## src/rtl/pipeline_hazard_controller_pkg.sv

```systemverilog
// Shared constants and types for the 5-stage pipeline hazard controller.
package hazard_pkg;

  localparam logic [1:0] FWD_RF = 2'b00;
  localparam logic [1:0] FWD_W  = 2'b01;
  localparam logic [1:0] FWD_M  = 2'b10;

  typedef enum logic [1:0] {
    RUN      = 2'd0,
    MEM_WAIT = 2'd1,
    ERROR    = 2'd2
  } hz_state_e;

endpackage

```

## src/rtl/pipeline_hazard_controller_if.sv

```systemverilog
// Hazard-controller bundle: pipeline stage info in, hold/clear/forward controls out.
// Performance counter outputs exist only when HAZARD_PERF_CNT_EN is defined.
interface pipeline_hazard_controller_if #(
  parameter int REG_ADDR_W = 5
);
  logic [REG_ADDR_W-1:0] Rs1D, Rs2D;
  logic [REG_ADDR_W-1:0] Rs1E, Rs2E, RdE;
  logic                  ResultSrcE0;
  logic                  PCSrcE;
  logic [REG_ADDR_W-1:0] RdM, RdW;
  logic                  RegWriteM, RegWriteW;
  logic                  DMemReqM, DMemReadyM;

  logic                  StallF, StallD, StallE, StallM;
  logic                  FlushD, FlushE, FlushW;
  logic [1:0]            ForwardAE, ForwardBE;
  logic                  MemTimeout;
`ifdef HAZARD_PERF_CNT_EN
  logic [31:0]           StallCycleCnt, FlushCycleCnt, MemWaitCnt;
`endif

  // Pipeline side: supplies stage state, consumes the controls.
  modport master (
    output Rs1D, Rs2D, Rs1E, Rs2E, RdE, ResultSrcE0, PCSrcE,
           RdM, RdW, RegWriteM, RegWriteW, DMemReqM, DMemReadyM,
    input  StallF, StallD, StallE, StallM, FlushD, FlushE, FlushW,
           ForwardAE, ForwardBE, MemTimeout
`ifdef HAZARD_PERF_CNT_EN
    , input StallCycleCnt, FlushCycleCnt, MemWaitCnt
`endif
  );

  // Controller side.
  modport slave (
    input  Rs1D, Rs2D, Rs1E, Rs2E, RdE, ResultSrcE0, PCSrcE,
           RdM, RdW, RegWriteM, RegWriteW, DMemReqM, DMemReadyM,
    output StallF, StallD, StallE, StallM, FlushD, FlushE, FlushW,
           ForwardAE, ForwardBE, MemTimeout
`ifdef HAZARD_PERF_CNT_EN
    , output StallCycleCnt, FlushCycleCnt, MemWaitCnt
`endif
  );

endinterface

```

## src/rtl/pipeline_hazard_controller_forward_sel.sv

```systemverilog
// E-stage operand forwarding select; the M-stage result is newer than W, so it wins.
module hazard_forward_sel
  import hazard_pkg::*;
#(
  parameter int REG_ADDR_W = 5
) (
  input  logic [REG_ADDR_W-1:0] RsE,
  input  logic [REG_ADDR_W-1:0] RdM,
  input  logic [REG_ADDR_W-1:0] RdW,
  input  logic                  RegWriteM,
  input  logic                  RegWriteW,
  output logic [1:0]            sel
);

  logic rs_nonzero;

  // x0 is hardwired to zero and must never be forwarded.
  assign rs_nonzero = (RsE != '0);

  always_comb begin
    if (RegWriteM && (RdM == RsE) && rs_nonzero)      sel = FWD_M;
    else if (RegWriteW && (RdW == RsE) && rs_nonzero) sel = FWD_W;
    else                                              sel = FWD_RF;
  end

endmodule

```

## src/rtl/pipeline_hazard_controller.sv

```systemverilog
// Stall/flush/forward sequencer for the F/D/E/M/W pipeline with a memory-wait watchdog.
// Optional performance counters are built when HAZARD_PERF_CNT_EN is defined.
module pipeline_hazard_controller
  import hazard_pkg::*;
#(
  parameter int REG_ADDR_W = 5,
  parameter int MAX_WAIT   = 16,
  parameter int WAIT_CNT_W = 8
) (
  input logic                       clk,
  input logic                       rst,
  pipeline_hazard_controller_if.slave hz
);

  hz_state_e             state_q, state_d;
  logic [WAIT_CNT_W-1:0] wait_cnt_q, wait_cnt_d;
  logic                  mem_timeout_q, mem_timeout_d;

  logic       mem_busy, freeze, load_use;
  logic [1:0] fwd_a, fwd_b;

  assign mem_busy = hz.DMemReqM & ~hz.DMemReadyM;
  assign freeze   = mem_busy | (state_q == ERROR);
  assign load_use = hz.ResultSrcE0 && (hz.RdE != '0) &&
                    ((hz.Rs1D == hz.RdE) || (hz.Rs2D == hz.RdE));

  hazard_forward_sel #(.REG_ADDR_W(REG_ADDR_W)) u_fwd_a (
    .RsE(hz.Rs1E), .RdM(hz.RdM), .RdW(hz.RdW),
    .RegWriteM(hz.RegWriteM), .RegWriteW(hz.RegWriteW), .sel(fwd_a)
  );

  hazard_forward_sel #(.REG_ADDR_W(REG_ADDR_W)) u_fwd_b (
    .RsE(hz.Rs2E), .RdM(hz.RdM), .RdW(hz.RdW),
    .RegWriteM(hz.RegWriteM), .RegWriteW(hz.RegWriteW), .sel(fwd_b)
  );

  // NOTE: every signal assigned in always_comb gets a default first, so no path leaves it unassigned and no latch is inferred.
  always_comb begin
    state_d       = state_q;
    wait_cnt_d    = wait_cnt_q;
    mem_timeout_d = mem_timeout_q;
    unique case (state_q)
      RUN: begin
        if (mem_busy) begin
          state_d    = MEM_WAIT;
          wait_cnt_d = WAIT_CNT_W'(1);
        end else begin
          wait_cnt_d = '0;
        end
      end
      MEM_WAIT: begin
        if (!mem_busy) begin
          state_d    = RUN;
          wait_cnt_d = '0;
        end else if (wait_cnt_q == WAIT_CNT_W'(MAX_WAIT)) begin
          state_d       = ERROR;
          mem_timeout_d = 1'b1;
        end else begin
          wait_cnt_d = wait_cnt_q + WAIT_CNT_W'(1);
        end
      end
      ERROR:   state_d = ERROR;
      default: state_d = RUN;
    endcase
  end

  // NOTE: sequential state uses non-blocking assignments so every flop samples pre-edge values.
  always_ff @(posedge clk or posedge rst) begin
    if (rst) begin
      state_q       <= RUN;
      wait_cnt_q    <= '0;
      mem_timeout_q <= 1'b0;
    end else begin
      state_q       <= state_d;
      wait_cnt_q    <= wait_cnt_d;
      mem_timeout_q <= mem_timeout_d;
    end
  end

  // A freeze leaves FlushD/FlushE low so a pending branch or load-use is serviced after release.
  always_comb begin
    hz.StallF = 1'b0;
    hz.StallD = 1'b0;
    hz.StallE = 1'b0;
    hz.StallM = 1'b0;
    hz.FlushD = 1'b0;
    hz.FlushE = 1'b0;
    hz.FlushW = 1'b0;
    if (rst) begin
      hz.FlushD = 1'b1;
      hz.FlushE = 1'b1;
      hz.FlushW = 1'b1;
    end else if (freeze) begin
      hz.StallF = 1'b1;
      hz.StallD = 1'b1;
      hz.StallE = 1'b1;
      hz.StallM = 1'b1;
      hz.FlushW = 1'b1;
    end else if (hz.PCSrcE) begin
      hz.FlushD = 1'b1;
      hz.FlushE = 1'b1;
    end else if (load_use) begin
      hz.StallF = 1'b1;
      hz.StallD = 1'b1;
      hz.FlushE = 1'b1;
    end
  end

  assign hz.ForwardAE  = rst ? FWD_RF : fwd_a;
  assign hz.ForwardBE  = rst ? FWD_RF : fwd_b;
  assign hz.MemTimeout = mem_timeout_q;

`ifdef HAZARD_PERF_CNT_EN
  logic [31:0] stall_cnt_q, stall_cnt_d;
  logic [31:0] flush_cnt_q, flush_cnt_d;
  logic [31:0] mwait_cnt_q, mwait_cnt_d;

  always_comb begin
    stall_cnt_d = stall_cnt_q + {31'd0, hz.StallF};
    flush_cnt_d = flush_cnt_q + {31'd0, hz.FlushE & ~rst};
    mwait_cnt_d = mwait_cnt_q + {31'd0, mem_busy};
  end

  always_ff @(posedge clk or posedge rst) begin
    if (rst) begin
      stall_cnt_q <= '0;
      flush_cnt_q <= '0;
      mwait_cnt_q <= '0;
    end else begin
      stall_cnt_q <= stall_cnt_d;
      flush_cnt_q <= flush_cnt_d;
      mwait_cnt_q <= mwait_cnt_d;
    end
  end

  assign hz.StallCycleCnt = stall_cnt_q;
  assign hz.FlushCycleCnt = flush_cnt_q;
  assign hz.MemWaitCnt    = mwait_cnt_q;
`endif

endmodule

```

## src/flat_wrapper.sv

```systemverilog
// flat-port wrapper written by rule: the top's interface ports become plain ports
module pipeline_hazard_controller_flat import hazard_pkg::*;
#(
  parameter int REG_ADDR_W = 5,
  parameter int MAX_WAIT   = 16,
  parameter int WAIT_CNT_W = 8
)
  (clk, rst, hz_Rs1D, hz_Rs2D, hz_Rs1E, hz_Rs2E, hz_RdE, hz_ResultSrcE0, hz_PCSrcE, hz_RdM, hz_RdW, hz_RegWriteM, hz_RegWriteW, hz_DMemReqM, hz_DMemReadyM, hz_StallF, hz_StallD, hz_StallE, hz_StallM, hz_FlushD, hz_FlushE, hz_FlushW, hz_ForwardAE, hz_ForwardBE, hz_MemTimeout);
  pipeline_hazard_controller_if #(.REG_ADDR_W(REG_ADDR_W)) hz_i ();
  input logic clk;
  input logic rst;
  input wire logic [$bits(hz_i.Rs1D)-1:0] hz_Rs1D;
  input wire logic [$bits(hz_i.Rs2D)-1:0] hz_Rs2D;
  input wire logic [$bits(hz_i.Rs1E)-1:0] hz_Rs1E;
  input wire logic [$bits(hz_i.Rs2E)-1:0] hz_Rs2E;
  input wire logic [$bits(hz_i.RdE)-1:0] hz_RdE;
  input wire logic [$bits(hz_i.ResultSrcE0)-1:0] hz_ResultSrcE0;
  input wire logic [$bits(hz_i.PCSrcE)-1:0] hz_PCSrcE;
  input wire logic [$bits(hz_i.RdM)-1:0] hz_RdM;
  input wire logic [$bits(hz_i.RdW)-1:0] hz_RdW;
  input wire logic [$bits(hz_i.RegWriteM)-1:0] hz_RegWriteM;
  input wire logic [$bits(hz_i.RegWriteW)-1:0] hz_RegWriteW;
  input wire logic [$bits(hz_i.DMemReqM)-1:0] hz_DMemReqM;
  input wire logic [$bits(hz_i.DMemReadyM)-1:0] hz_DMemReadyM;
  output wire logic [$bits(hz_i.StallF)-1:0] hz_StallF;
  output wire logic [$bits(hz_i.StallD)-1:0] hz_StallD;
  output wire logic [$bits(hz_i.StallE)-1:0] hz_StallE;
  output wire logic [$bits(hz_i.StallM)-1:0] hz_StallM;
  output wire logic [$bits(hz_i.FlushD)-1:0] hz_FlushD;
  output wire logic [$bits(hz_i.FlushE)-1:0] hz_FlushE;
  output wire logic [$bits(hz_i.FlushW)-1:0] hz_FlushW;
  output wire logic [$bits(hz_i.ForwardAE)-1:0] hz_ForwardAE;
  output wire logic [$bits(hz_i.ForwardBE)-1:0] hz_ForwardBE;
  output wire logic [$bits(hz_i.MemTimeout)-1:0] hz_MemTimeout;
  assign hz_i.Rs1D = hz_Rs1D;
  assign hz_i.Rs2D = hz_Rs2D;
  assign hz_i.Rs1E = hz_Rs1E;
  assign hz_i.Rs2E = hz_Rs2E;
  assign hz_i.RdE = hz_RdE;
  assign hz_i.ResultSrcE0 = hz_ResultSrcE0;
  assign hz_i.PCSrcE = hz_PCSrcE;
  assign hz_i.RdM = hz_RdM;
  assign hz_i.RdW = hz_RdW;
  assign hz_i.RegWriteM = hz_RegWriteM;
  assign hz_i.RegWriteW = hz_RegWriteW;
  assign hz_i.DMemReqM = hz_DMemReqM;
  assign hz_i.DMemReadyM = hz_DMemReadyM;
  assign hz_StallF = hz_i.StallF;
  assign hz_StallD = hz_i.StallD;
  assign hz_StallE = hz_i.StallE;
  assign hz_StallM = hz_i.StallM;
  assign hz_FlushD = hz_i.FlushD;
  assign hz_FlushE = hz_i.FlushE;
  assign hz_FlushW = hz_i.FlushW;
  assign hz_ForwardAE = hz_i.ForwardAE;
  assign hz_ForwardBE = hz_i.ForwardBE;
  assign hz_MemTimeout = hz_i.MemTimeout;
  pipeline_hazard_controller #(.REG_ADDR_W(REG_ADDR_W), .MAX_WAIT(MAX_WAIT), .WAIT_CNT_W(WAIT_CNT_W)) u_core (.clk(clk), .rst(rst), .hz(hz_i));
endmodule
```

## config.mk

```make
export PLATFORM = sky130hd
export DESIGN_NAME = pipeline_hazard_controller_flat
export DESIGN_NICKNAME = d
export VERILOG_FILES = /design/src/rtl/pipeline_hazard_controller_pkg.sv /design/src/rtl/pipeline_hazard_controller_if.sv /design/src/rtl/pipeline_hazard_controller_forward_sel.sv /design/src/rtl/pipeline_hazard_controller.sv /design/src/flat_wrapper.sv
export SDC_FILE = /design/constraint.sdc
export NUM_CORES = 1
export LEC_CHECK = 0
export ABC_CLOCK_PERIOD_IN_PS = 2900
export CAP_MARGIN = 20
export CORE_ASPECT_RATIO = 1.5
export CORE_UTILIZATION = 30
export DETAILED_ROUTE_END_ITERATION = 12
export SLEW_MARGIN = 10
export SYNTH_ARGS = -nofsm -noshare
export SYNTH_HDL_FRONTEND = slang
export SYNTH_SLANG_ARGS = --single-unit
```

## constraint.sdc

```tcl
create_clock -name clk -period 2.9 [get_ports clk]
set_clock_uncertainty 0.05 [all_clocks]
set_input_delay 0.435 -clock clk [delete_from_list [all_inputs] [get_ports clk]]
set_output_delay 0.435 -clock clk [all_outputs]
set_load 0.03 [all_outputs]
```

# Word level (Yosys, flattened, before mapping)

Cells that the tools add are included.

Register bits: 11
Logic and storage cells: 65
Output and inout bits: 12
Input bits: 43

$add $sub $neg: 1
Bitwise operators: 3
Reductions and logical operators: 19
Muxes and demuxes: 27
Equality and inequality tests: 12

Operator list:

| operator              | number |
|---|---|
| $eq A5 B5 Y1          | 6 |
| $mux W1               | 16 |
| $mux W8               | 2 |
| $pmux W8 S2           | 1 |
| $reduce_bool A5 Y1    | 3 |
| $mux W2               | 7 |
| $logic_and A1 B1 Y1   | 10 |
| $add A8 B1 Y8 const B | 1 |
| $eq A8 B5 Y1 const B  | 1 |
| $ne A3 B3 Y1 const B  | 2 |
| $pmux W2 S3           | 1 |
| $reduce_and A2 Y1     | 2 |
| $reduce_and A3 Y1     | 1 |
| $eq A2 B1 Y1 const B  | 1 |
| $eq A2 B2 Y1 const B  | 1 |
| $logic_not A2 Y1      | 1 |
| $ne A2 B1 Y1 const B  | 1 |
| $reduce_bool A2 Y1    | 1 |
| $and A1 B1 Y1         | 1 |
| $logic_or A1 B1 Y1    | 1 |
| $not A1 Y1            | 1 |
| $or A1 B1 Y1          | 1 |

# Logic depth before layout (Yosys ltp)

Gate-level depths: netlist of run 1.

Depth in word-level cells: 7
Gate-level depth with buffers: 7

# By module

A second synthesis of run 1 with hierarchy kept.

Cell total of the unflattened synthesis: 136
Area, all modules: 1122.3 um2

By module, submodules not included:

| module                     | sequential area each (um2) | area an instance (um2) | instances | cells each |
|---|---|---|---|---|
| pipeline_hazard_controller | 275.3                      | 844.6                  | 1         | 100 |
| hazard_forward_sel         | 0.0                        | 138.9                  | 2         | 18 |

# Worst setup path before layout of run 1

No wires, ideal clock.

Path kind: input port to output port
Start: input port hz_DMemReadyM
End: output port hz_StallF
Data required time: 2415 ps
Stages: 6
Buffers on the path: 1
Arrival time: 2294 ps
Path slack: 121 ps
Cells stage by stage: nand2b_1 > and2_1 > a21oi_1 > inv_1 > o31ai_1 > buf_4

Word-level cells in the longest chain between the ends: 5

RTL lines:

| element               | RTL line                         | text |
|---|---|---|
| start: declaration    | flat_wrapper.sv:24               | `input wire logic [$bits(hz_i.DMemReadyM)-1:0] hz_DMemReadyM;` |
| $not A1 Y1            | pipeline_hazard_controller.sv:22 | `assign mem_busy = hz.DMemReqM & ~hz.DMemReadyM;` |
| $and A1 B1 Y1         | pipeline_hazard_controller.sv:22 |  |
| $or A1 B1 Y1          | pipeline_hazard_controller.sv:23 | `assign freeze = mem_busy \| (state_q == ERROR);` |
| $mux W1 (2 in series) | -                                |  |
| end: declaration      | flat_wrapper.sv:25               | `output wire logic [$bits(hz_i.StallF)-1:0] hz_StallF;` |

No other way between the ends.

# Final worst setup path of run 1

Start: input port hz_Rs2E[2]
End: output port hz_ForwardBE[1]

Word-level cells in the longest chain between the ends: 5
Elaborated cells between the ends (all ways): 6
Those cells by class: 1 x eq/ne; 2 x mux; 3 x reduce/logical

RTL lines:

| element                 | RTL line                                     | text |
|---|---|---|
| start: declaration      | flat_wrapper.sv:15                           | `input wire logic [$bits(hz_i.Rs2E)-1:0] hz_Rs2E;` |
| $eq A5 B5 Y1            | pipeline_hazard_controller_forward_sel.sv:21 | `if (RegWriteM && (RdM == RsE) && rs_nonzero) sel = FWD_M;` |
| $logic_and A1 B1 Y1     | pipeline_hazard_controller_forward_sel.sv:21 |  |
| $logic_and A1 B1 Y1 (*) | pipeline_hazard_controller_forward_sel.sv:21 |  |
| $mux W2 (*)             | pipeline_hazard_controller_forward_sel.sv:21 |  |
| $mux W2 (*)             | pipeline_hazard_controller.sv:110            | `assign hz.ForwardBE = rst ? FWD_RF : fwd_b;` |
| end: declaration        | flat_wrapper.sv:33                           | `output wire logic [$bits(hz_i.ForwardBE)-1:0] hz_ForwardBE;` |

Mark *: on every way between the ends. The rest lies on a longest branch, timed or not.

==> run summary, run 1 <==
### Run status
- status: complete, no violations

### Place
- # placed instances: 220
- worst-case setup slack after placement: -0.003036 ns
- detailed placer's ending HPWL: 2663 um
- weighted congestion reported at the end of routability-driven placement: 0.7567
- cell area after placement: 1678 um2
- I/O Buffers: 54

### CTS
- clock slew seen by the registers of the worst setup and hold paths: 0.06 ns
- Root Buffer: clkbuf_8
- H-Tree Depth: 1
- maximum count of clock buffers along a single path: 2
- Inserted Clock Buffers: 3
- clock tree from TritonCTS: built
- clock latency of the later-clocked register in the worst-skew pair: 0.24 ns
- TritonCTS sink count: 11

### Floorplanning
- standard-cell rows: 26
- io pins: 55
- width of the die: 51.24 um
- Initial Utilization: 31.64%
- Die Span Y: 75.86 um
- floorplan die area: 3887 um2
- core region area: 3448 um2

### Power
- power share of the combinational group: 35.1%
- maximum vdd drop: 0.1773 mV
- part of the power in the clock network: 32.1%
- Int Power: 0.3459 mW
- leakage power: 0.7155 nW
- power density relative to cell area: 279.2 nW/um2
- Net Sw Power: 0.1359 mW
- total power draw: 0.4818 mW
- Switching Share: 28.21%
- power share of the sequential group: 32.8%

### Yosys
- flip-flop and latch count after synthesis: 11
- count of warnings emitted by yosys: 0
- share of synthesized flip-flops with an asynchronous set or reset: 100.0%
- Synth area leaders: dfrtp_1, xnor2_1, xor2_1
- EDFF count, synth: 0
- Synth top area share: 25.23%
- most used flip-flop cell after synthesis: dfrtp_1
- total nets after synthesis: 169
- netlist area before placement: 1091 um2
- number of instances in the synthesized netlist: 124
- proportion of synthesized chip area in sequential cells: 25.23%
- synthesized area per cell: 8.799 um2
- library cells used by synthesis: 35
- cell type with the highest aggregate area in the netlist: dfrtp_1

### Timing
- worst slew margin relative to its limit: 74.73%
- final setup vio count: 0
- period utilization: 91.46%
- final count of pins violating max slew: 0
- final hold violation count: 0
- worst setup slack after layout: 0.2477 ns
- accumulated negative setup slack: 0 ns
- tightest hold margin: 0.4293 ns
- post-layout minimum cycle time: 2.652 ns
- actual slew at the worst max-slew pin: 0.3791 ns
- setup repair after global routing missed its margin: no
- Fmax: 0.3770 GHz

### Worst hold path
- worst hold-check path type: flip-flop to flip-flop
- hold_sp: u_core.hz.MemTimeout

### Setup path
- Worst EP arrival: 2.17 ns
- total buffers and inverters traversed by the critical path: 2
- family with the most delay on the worst path: simple AND/OR/NAND/NOR gates
- Critical path origin: hz_Rs2E[2]
- Data required, critical path: 2.41 ns
- start of the worst register-to-register path: u_core.wait_cnt_q[0]
- critical path capture point type: output pin
- master of the slowest instance on the critical path: or4_4
- ordered list of cells on the worst path: clkdlybuf4s50_1 -> or4_4 -> nor2_4 -> nor4_2 -> and2_1 -> dlygate4sd2_1
- maximum single-stage delay on the critical path: 0.55 ns
- worst setup path class: primary input to output pin
- Startpoint Class: primary input
- crit path max fanout: 3

### Global routing
- all-layer global routing usage: 16.65%
- antenna violations before repair: 0
- largest net degree at the start of global routing: 13
- grt total ovfl: 0
- wire length of the first global-routing pass: 4802 um
- number of global-route vias before repair: 1156

### Routing
- final antenna-violating net count: 0
- Routed WL: 3137 um
- overall via count from detail_route: 1113
- 1st-iter DRT viols: 9
- Wirelength per Cell: 14.00 um
- Pre-antenna DRT Iters: 4
- via density per instance: 4.969
- detailed-route DRC error count: 0

### Finish
- fillcell total: 368
- most common cell after layout, fill and taps aside: clkdlybuf4s50_1
- Final Cell Area: 1725 um2
- most used cells in the layout excluding fill and tap cells: clkdlybuf4s50_1, xnor2_1, xor2_1, dfrtp_1
- number of diodes added for antenna fixing: 0
- Layout area overhead: 58.14%
- final core utilization: 50.04%
- fraction of layout cells with a size suffix above 1: 12.64%
- number of standard cells in the final layout excluding fillers: 224
- Nets: 228

### Flow run
- max-cap check violation count: 0

-- power by group through the flow --
stage | clock network, mW | registers (mW) | logic (mW)
after global routing | 0.167 | 0.158 | 0.183
after floorplan | 0 | 0.160 | 0.0721
after CTS | 0.156 | 0.158 | 0.172
after detailed placement | 0 | 0.161 | 0.171
after global placement | 0 | 0.160 | 0.168
final | 0.155 | 0.158 | 0.169
-- path summary, 6_finish.rpt --
check,end,slack [ns],cells after the start
worst max register to register,u_core.wait_cnt_q[2],1.20,6
min in group asynchronous,u_core.wait_cnt_q[6],0.61,3
max in group asynchronous,u_core.wait_cnt_q[7],2.03,3
worst max-delay path,hz_ForwardBE[1],0.25,6
worst min register to register,u_core.hz.MemTimeout,0.43,1
worst min-delay path,u_core.hz.MemTimeout,0.43,1
-- final cells by class --
cell class              instances  area (um2)  share of cell area, %
clock buffers                   3       41.29                  2.393
repair buffers                 58       559.3                  32.41
clock inverters                 1       5.005                 0.2901
multi-input cells             104       773.2                  44.82
flip-flops and latches         11       275.3                  15.95
well taps                      42       52.55                  3.046
inverters                       5       18.77                  1.088
-- synth_stat cells (2+ instances only) --
cell type,n
or4_4,2
nand2_1,9
xor2_1,17
mux2i_1,2
nand4_1,5
a21oi_1,4
buf_4,2
nand3_1,3
nand2b_1,4
xnor2_1,17
nor3_1,2
o21ai_0,4
inv_1,5
nor4_2,4
o31ai_1,2
and2_1,2
nor2_1,8
nor2_4,2
nor4b_1,2
dfrtp_1,11
and3_1,2
ha_1,2
-- registers in the layout, indices dropped and copies added, names as in the netlist --
name,cells
u_core.hz.MemTimeout,1
u_core.state_q,2
u_core.wait_cnt_q,8
-- routing by layer --
metal / global-route usage [%] / part of all wire [%]
met5: 0 / 0
met1: 14.32 / 33
met2: 36.26 / 59
met4: 6.607 / 1.5
met3: 2.794 / 6.4
-- what timing repair did --
action                                  CTS  global route
endpoints found under the setup margin    1             1
setup buffers                             0             0
resized for setup                         1             1
endpoints found under the hold margin     0             0
hold buffers                              0             0
pin swaps                                 0             0
-- worst reg2reg max path, stage by stage (launching register included) --
cell     delay (ns)
dfrtp_1        0.43
inv_1          0.08
ha_1           0.13
nor4b_1        0.23
and3_1         0.32
nor4b_1        0.08
a211o_1        0.26
-- cells by family after synthesis --
family | after synthesis | synth area share, %
flops | 11 | 25.23
compound gates | 14 | 7.799
xor+xnor | 34 | 27.29
simple gates | 52 | 31.65
fa+ha+maj | 2 | 2.293
mux | 2 | 1.835
buf+inv | 9 | 3.898
(Power assumes the default switching activity.)
==> run 2: changes to the inputs <==
--- a/config.mk
+++ b/config.mk
@@ -10,7 +10,9 @@
 export CORE_ASPECT_RATIO = 1.5
 export CORE_UTILIZATION = 30
 export DETAILED_ROUTE_END_ITERATION = 12
+export SKIP_CTS_REPAIR_TIMING = 1
 export SLEW_MARGIN = 10
 export SYNTH_ARGS = -nofsm -noshare
 export SYNTH_HDL_FRONTEND = slang
+export SYNTH_HIERARCHICAL = 1
 export SYNTH_SLANG_ARGS = --single-unit
==> run 2 against run 1 <==
- wire length is 6.4% higher
- hold slack worse by 0.0030 ns
- cell count is 6.7% higher
- combinational power hardly changed
- first-iteration DRC count grew to 2.8 times the previous value
- via count is 11% higher
- critical path type unchanged
- critical endpoint is now hz_ForwardBE[0]
==> run summary, run 2 <==
### Run status
- status: complete, no violations, unchanged

### CTS
- clock latency of the later-clocked register in the worst-skew pair: 0.23 ns, was 0.24 ns
- clock tree from TritonCTS: built, unchanged
- Root Buffer: clkbuf_8, unchanged
- Inserted Clock Buffers: 3, unchanged
- maximum count of clock buffers along a single path: 2, unchanged
- clock slew seen by the registers of the worst setup and hold paths: 0.05 ns, was 0.06 ns
- TritonCTS sink count: 11, unchanged
- H-Tree Depth: 1, unchanged

### Timing
- Fmax: 0.3769 GHz, was 0.3770 GHz
- tightest hold margin: 0.4262 ns, was 0.4293 ns
- final count of pins violating max slew: 0, unchanged
- setup repair after global routing missed its margin: no, unchanged
- post-layout minimum cycle time: 2.654 ns, was 2.652 ns
- final hold violation count: 0, unchanged
- final setup vio count: 0, unchanged
- worst slew margin relative to its limit: 63.36%, was 74.73%
- actual slew at the worst max-slew pin: 0.5357 ns, was 0.3791 ns
- period utilization: 91.50%, was 91.46%

### Yosys
- number of instances in the synthesized netlist: 136, was 124
- share of synthesized cell area in full adder, half adder and majority cells: 2.230%, was 2.294%
- Synth area leaders: dfrtp_1, xor2_1, xnor2_1, was dfrtp_1, xnor2_1, xor2_1
- netlist area before placement: 1122 um2, was 1091 um2
- synthesized-area fraction occupied by ao, oa, aoi and oai cells: 14.83%, was 7.798%
- cell with the most instances after synthesis: xor2_1
- share of synthesized flip-flops with an asynchronous set or reset: 100.0%, unchanged
- Synth top area share: 24.53%, was 25.23%
- library cells used by synthesis: 37, was 35
- synthesized area per cell: 8.252 um2, was 8.799 um2
- mux share of post-synthesis cell area: 2.676%, was 1.835%
- EDFF count, synth: 0, unchanged
- count of warnings emitted by yosys: 6, was 0
- proportion of synthesized chip area in sequential cells: 24.53%, was 25.23%
- total nets after synthesis: 181, was 169
- most used flip-flop cell after synthesis: dfrtp_1, unchanged
- Synth Area in Simple Gates: 26.64%, was 31.65%
- main combinational cell family by area after synthesis: simple AND/OR/NAND/NOR gates, unchanged
- XOR/XNOR Fraction of Synth Area: 23.41%, was 27.29%
- top cell types by occurrence after synthesis: xor2_1, xnor2_1, dfrtp_1, nor2_1, nand2_1, was xnor2_1, xor2_1, dfrtp_1
- flip-flop and latch count after synthesis: 11, unchanged
- cell type with the highest aggregate area in the netlist: dfrtp_1, unchanged

### Floorplanning
- standard-cell rows: 26, unchanged
- floorplan die area: 3995 um2, was 3887 um2
- width of the die: 51.94 um, was 51.24 um
- Initial Utilization: 32.24%, was 31.64%
- core region area: 3481 um2, was 3448 um2
- Die Span Y: 76.91 um, was 75.86 um
- io pins: 55, unchanged

### Setup path
- Critical path origin: hz_Rs2E[2], unchanged
- worst setup path class: primary input to output pin, unchanged
- start of the worst register-to-register path: u_core/wait_cnt_q[0], was u_core.wait_cnt_q[0]
- Reg2Reg Setup Slack: 1.20 ns, about the same
- maximum single-stage delay on the critical path: 0.55 ns, about the same
- crit path max fanout: 3, unchanged
- family with the most delay on the worst path: buffers and inverters, was simple AND/OR/NAND/NOR gates
- logic depth of the worst register-to-register path: 6, unchanged
- master of the slowest instance on the critical path: a2111oi_0, was or4_4
- critical path capture point type: output pin, unchanged
- Data required, critical path: 2.41 ns, about the same
- total buffers and inverters traversed by the critical path: 2, unchanged
- ordered list of cells on the worst path: clkdlybuf4s50_1 -> xor2_1 -> nor4_1 -> a2111oi_0 -> nor2b_1 -> buf_4, was clkdlybuf4s50_1 -> or4_4 -> nor2_4 -> nor4_2 -> and2_1 -> dlygate4sd2_1
- Startpoint Class: primary input, unchanged
- Worst EP arrival: 2.17 ns, about the same
- worst flop-to-flop path endpoint: u_core/wait_cnt_q[0], was u_core.wait_cnt_q[2]

### Routing
- Wirelength per Cell: 13.96 um, was 14.00 um
- overall via count from detail_route: 1236, was 1113
- final antenna-violating net count: 0, unchanged
- Pre-antenna DRT Iters: 5, was 4
- 1st-iter DRT viols: 25, was 9
- Routed WL: 3337 um, was 3137 um
- via density per instance: 5.172, was 4.969
- detailed-route DRC error count: 0, unchanged

### Global routing
- largest net degree at the start of global routing: 16, was 13
- grt total ovfl: 0, unchanged
- all-layer global routing usage: 17.29%, was 16.65%
- number of global-route vias before repair: 1298, was 1156
- wire length of the first global-routing pass: 5395 um, was 4802 um
- antenna violations before repair: 0, unchanged

### Place
- detailed placer's ending HPWL: 2842 um, was 2663 um
- I/O Buffers: 54, unchanged
- weighted congestion reported at the end of routability-driven placement: 0.7580, was 0.7567

### Flow run
- max-cap check violation count: 0, unchanged

### Power
- total power draw: 0.4749 mW, was 0.4818 mW
- maximum vdd drop: 0.1872 mV, was 0.1773 mV
- power density relative to cell area: 268.6 nW/um2, was 279.2 nW/um2
- leakage power: 0.7598 nW, was 0.7155 nW

### Finish
- most common cell after layout, fill and taps aside: clkdlybuf4s50_1, unchanged
- number of diodes added for antenna fixing: 0, unchanged
- area occupied by multi-input gates: 783.3 um2, was 773.2 um2
- most used cells in the layout excluding fill and tap cells: clkdlybuf4s50_1, xor2_1, buf_4, xnor2_1, was clkdlybuf4s50_1, xnor2_1, xor2_1, dfrtp_1
- largest register by flop count: u_core/wait_cnt_q, was u_core.wait_cnt_q
- Layout area overhead: 57.53%, was 58.14%
- fillcell total: 334, was 368
- Nets: 243, was 228
- Sequential Area: 275.3 um2, unchanged
- fraction of layout cells with a size suffix above 1: 10.15%, was 12.64%
- max reg flops: 8, unchanged

### Worst hold path
- worst hold-check path type: flip-flop to flip-flop, unchanged
- hold_sp: u_core/hz.MemTimeout, was u_core.hz.MemTimeout
- number of instances on the worst hold path: 1, unchanged
- Min-Delay Endpoint: u_core/hz.MemTimeout, was u_core.hz.MemTimeout

-- run 2: cell types whose count changed in the layout (fill, tap and decap cells not counted), moves of 3 or more --
cell and change:
o21ai_0 +4, nor2_1 +3, nor2b_1 +5, nand2b_1 -4, nor3_1 +3, buf_4 +4, xnor2_1 -5, nor4_2 -4
-- run 2: through the flow --
step	area (um2)	TNS [ns]	std cells	setup WS [ns]	utilization, %
final	1768	0	239	0.2464	50.79
after global routing	1768	0	239	0.1237	50.79
after CTS	1763	-0.05814	239	-0.03532	50.65
after detailed placement	1718	-0.04890	235	-0.03219	49.35
after global placement	1718	0	235	0.01695	49.35
after floorplan	1122	0	136	0.4682	-
-- run 2: how the worst max path moves through the flow --
stage | end | slack [ns] | cells after the start
2_1_floorplan | hz_FlushE | 0.47 | 4
3_3_place_gp | hz_StallF | 0.02 | 6
3_5_place_dp | hz_StallF | -0.03 | 6
4_1_cts | hz_StallF | -0.04 | 6
5_1_grt | hz_ForwardAE[0] | 0.12 | 6
6_report | hz_ForwardBE[0] | 0.25 | 6
-- run 2: cell families (layout without fill, tap and decap cells) --
group           after synthesis  after routing
compound gates               26             26
simple gates                 54             54
flops                        11             11
fa+ha+maj                     2              2
mux                           3              3
buf+inv                      10             71
xor+xnor                     30             30
-- run 2: layout make-up --
class	count	share of cell area, %
clock buffer	4	2.548
inverter	5	1.062
multi-input combinational	115	44.30
sequential	11	15.57
tap	42	2.972
timing repair buffer	62	33.55
-- run 2: power by group --
part / internal [mW] / switching, mW / leakage, nW
Combinational: 0.0970 / 0.0710 / 0.585
Sequential: 0.156 / 0.00271 / 0.152
Clock: 0.0961 / 0.0526 / 0.0228
Total: 0.349 / 0.126 / 0.760
-- run 2: per-layer routing --
layer | track usage [%] | wire [um]
met1 | 18.31 | 1288
met4 | 3.243 | 6
met2 | 33.72 | 1866
met3 | 2.778 | 174
met5 | 0 | 0
==> run 3: changes to the inputs <==
--- a/config.mk
+++ b/config.mk
@@ -8,8 +8,10 @@
 export ABC_CLOCK_PERIOD_IN_PS = 2900
 export CAP_MARGIN = 20
 export CORE_ASPECT_RATIO = 1.5
+export CORE_MARGIN = 2
 export CORE_UTILIZATION = 30
 export DETAILED_ROUTE_END_ITERATION = 12
+export HOLD_SLACK_MARGIN = 0.08
 export SKIP_CTS_REPAIR_TIMING = 1
 export SLEW_MARGIN = 10
 export SYNTH_ARGS = -nofsm -noshare
==> run 3 against run 2 <==
- sequential power barely moved
- wire length is 1.7% higher
- register-to-register slack about the same
- largest cell class unchanged
- setup slack improved by 0.042 ns
- via count increased by 1.7%
- hold slack lost 0.0024 ns
- die area up 6.6%
==> run summary, run 3 (synthesis results as in run 2) <==
### Flow run
- max-cap check violation count: 0, unchanged

### Setup path
- Startpoint Class: primary input, unchanged
- logic depth of the worst register-to-register path: 6, unchanged
- worst setup path class: primary input to output pin, unchanged
- Reg2Reg Setup Slack: 1.20 ns, about the same
- crit path max fanout: 2, was 3
- Worst EP arrival: 2.13 ns, was 2.17 ns
- Data required, critical path: 2.41 ns, about the same
- start of the worst register-to-register path: u_core/wait_cnt_q[0], unchanged
- worst flop-to-flop path endpoint: u_core/wait_cnt_q[0], unchanged
- critical path capture point type: output pin, unchanged

### Power
- part of the power in the clock network: 31.9%, was 31.3%
- power share of the combinational group: 35.0%, was 35.4%
- power density relative to cell area: 270.5 nW/um2, was 268.6 nW/um2
- maximum vdd drop: 0.1970 mV, was 0.1872 mV
- power share of the sequential group: 33.1%, was 33.3%
- Switching Share: 27.09%, was 26.60%
- Int Power: 0.3489 mW, was 0.3486 mW
- Net Sw Power: 0.1296 mW, was 0.1263 mW
- total power draw: 0.4785 mW, was 0.4749 mW
- leakage power: 0.7598 nW, about the same

### Floorplanning
- standard-cell rows: 27, was 26
- io pins: 55, unchanged
- width of the die: 53.94 um, was 51.94 um
- core region area: 3615 um2, was 3481 um2
- Initial Utilization: 31.05%, was 32.24%
- floorplan die area: 4256 um2, was 3995 um2
- Die Span Y: 78.91 um, was 76.91 um

### Finish
- max reg flops: 8, unchanged
- number of standard cells in the final layout excluding fillers: 240, was 239
- Layout area overhead: 57.64%, was 57.53%
- fraction of layout cells with a size suffix above 1: 10.15%, unchanged
- Nets: 243, unchanged
- fillcell total: 356, was 334
- largest register by flop count: u_core/wait_cnt_q, unchanged
- most common cell after layout, fill and taps aside: clkdlybuf4s50_1, unchanged
- most used cells in the layout excluding fill and tap cells: clkdlybuf4s50_1, xor2_1, buf_4, xnor2_1, unchanged
- Final Cell Area: 1769 um2, was 1768 um2
- number of diodes added for antenna fixing: 0, unchanged

### Place
- detailed placer's ending HPWL: 2900 um, was 2842 um
- cell area after placement: 1719 um2, was 1718 um2
- I/O Buffers: 54, unchanged
- weighted congestion reported at the end of routability-driven placement: 0.7664, was 0.7580
- # placed instances: 236, was 235

### Routing
- Routed WL: 3394 um, was 3337 um
- via density per instance: 5.238, was 5.172
- Wirelength per Cell: 14.14 um, was 13.96 um
- 1st-iter DRT viols: 26, was 25
- Pre-antenna DRT Iters: 4, was 5
- detailed-route DRC error count: 0, unchanged
- overall via count from detail_route: 1257, was 1236
- final antenna-violating net count: 0, unchanged

### CTS
- TritonCTS sink count: 11, unchanged
- Root Buffer: clkbuf_8, unchanged
- maximum count of clock buffers along a single path: 2, unchanged
- clock slew seen by the registers of the worst setup and hold paths: 0.05 ns, about the same
- clock tree from TritonCTS: built, unchanged
- H-Tree Depth: 1, unchanged
- Inserted Clock Buffers: 3, unchanged
- clock latency of the later-clocked register in the worst-skew pair: 0.24 ns, was 0.23 ns

### Global routing
- antenna violations before repair: 0, unchanged
- all-layer global routing usage: 16.51%, was 17.29%
- wire length of the first global-routing pass: 5257 um, was 5395 um
- grt total ovfl: 0, unchanged
- number of global-route vias before repair: 1254, was 1298
- largest net degree at the start of global routing: 16, unchanged

### Timing
- final setup vio count: 0, unchanged
- actual slew at the worst max-slew pin: 0.4527 ns, was 0.5357 ns
- setup repair after global routing missed its margin: no, unchanged
- final count of pins violating max slew: 0, unchanged
- worst slew margin relative to its limit: 69.54%, was 63.36%
- period utilization: 90.05%, was 91.50%
- post-layout minimum cycle time: 2.611 ns, was 2.654 ns
- Fmax: 0.3829 GHz, was 0.3769 GHz
- final hold violation count: 0, unchanged

### Worst hold path
- hold_sp: u_core/hz.MemTimeout, unchanged
- number of instances on the worst hold path: 1, unchanged
- Min-Delay Endpoint: u_core/hz.MemTimeout, unchanged
- worst hold-check path type: flip-flop to flip-flop, unchanged

### Run status
- status: complete, no violations, unchanged

## run 3: routing by layer
layer	share of wire [%]	wire, um	vias to the layer above	global-route usage (%)
li1	-	-	600	-
met3	5.4	184	10	1.128
met2	57	1947	58	33.05
met5	0	0	-	0
met4	2.9	97	0	7.436
met1	34	1165	589	15.64
## run 3: worst max path at each step
stage | from | end | slack [ns] | cells past startpoint
floorplan | hz_RdE[3] | hz_FlushE | 0.47 | 4
global placement | hz_RdE[1] | hz_StallF | 0.02 | 6
detailed placement | hz_RdE[1] | hz_StallD | -0.03 | 6
CTS | hz_RdE[1] | hz_StallD | -0.04 | 6
global route | hz_Rs2E[0] | hz_ForwardBE[1] | 0.17 | 6
finish | hz_RdE[1] | hz_StallD | 0.29 | 6
## run 3: cell type report
cell class / instances / area [um2] / area share, %
Multi-Input combinational cell: 115 / 783.3 / 44.27
Timing Repair Buffer: 62 / 593.1 / 33.52
Sequential cell: 11 / 275.3 / 15.56
Tap cell: 43 / 53.80 / 3.041
Clock buffer: 4 / 45.04 / 2.546
Inverter: 5 / 18.77 / 1.061
## run 3: power groups by stage
stage	Clock (mW)	Combinational, mW	Sequential, mW
detailed placement	0	0.168	0.161
global placement	0	0.165	0.161
CTS	0.158	0.168	0.158
finish	0.153	0.167	0.158
floorplan	0	0.0677	0.160
global route	0.168	0.179	0.158
## run 3: worst max-delay path, stage by stage
cell and delay [ns]:
clkdlybuf4s50_1 0.43, or4_1 0.51, o21ai_0 0.25, or3_1 0.16, o22ai_1 0.09, dlymetal6s2s_1 0.27
## run 3: per-stage QoR
step                hold WS (ns)  setup WS, ns   TNS, ns  util, %
floorplan                 0.2455        0.4682         0        -
global placement          0.3981       0.01921         0    47.56
detailed placement        0.4180      -0.03019  -0.05305    47.56
CTS                       0.4268      -0.03704  -0.06378    48.81
global route              0.4344        0.1747         0    48.94
finish                    0.4238        0.2886         0    48.94
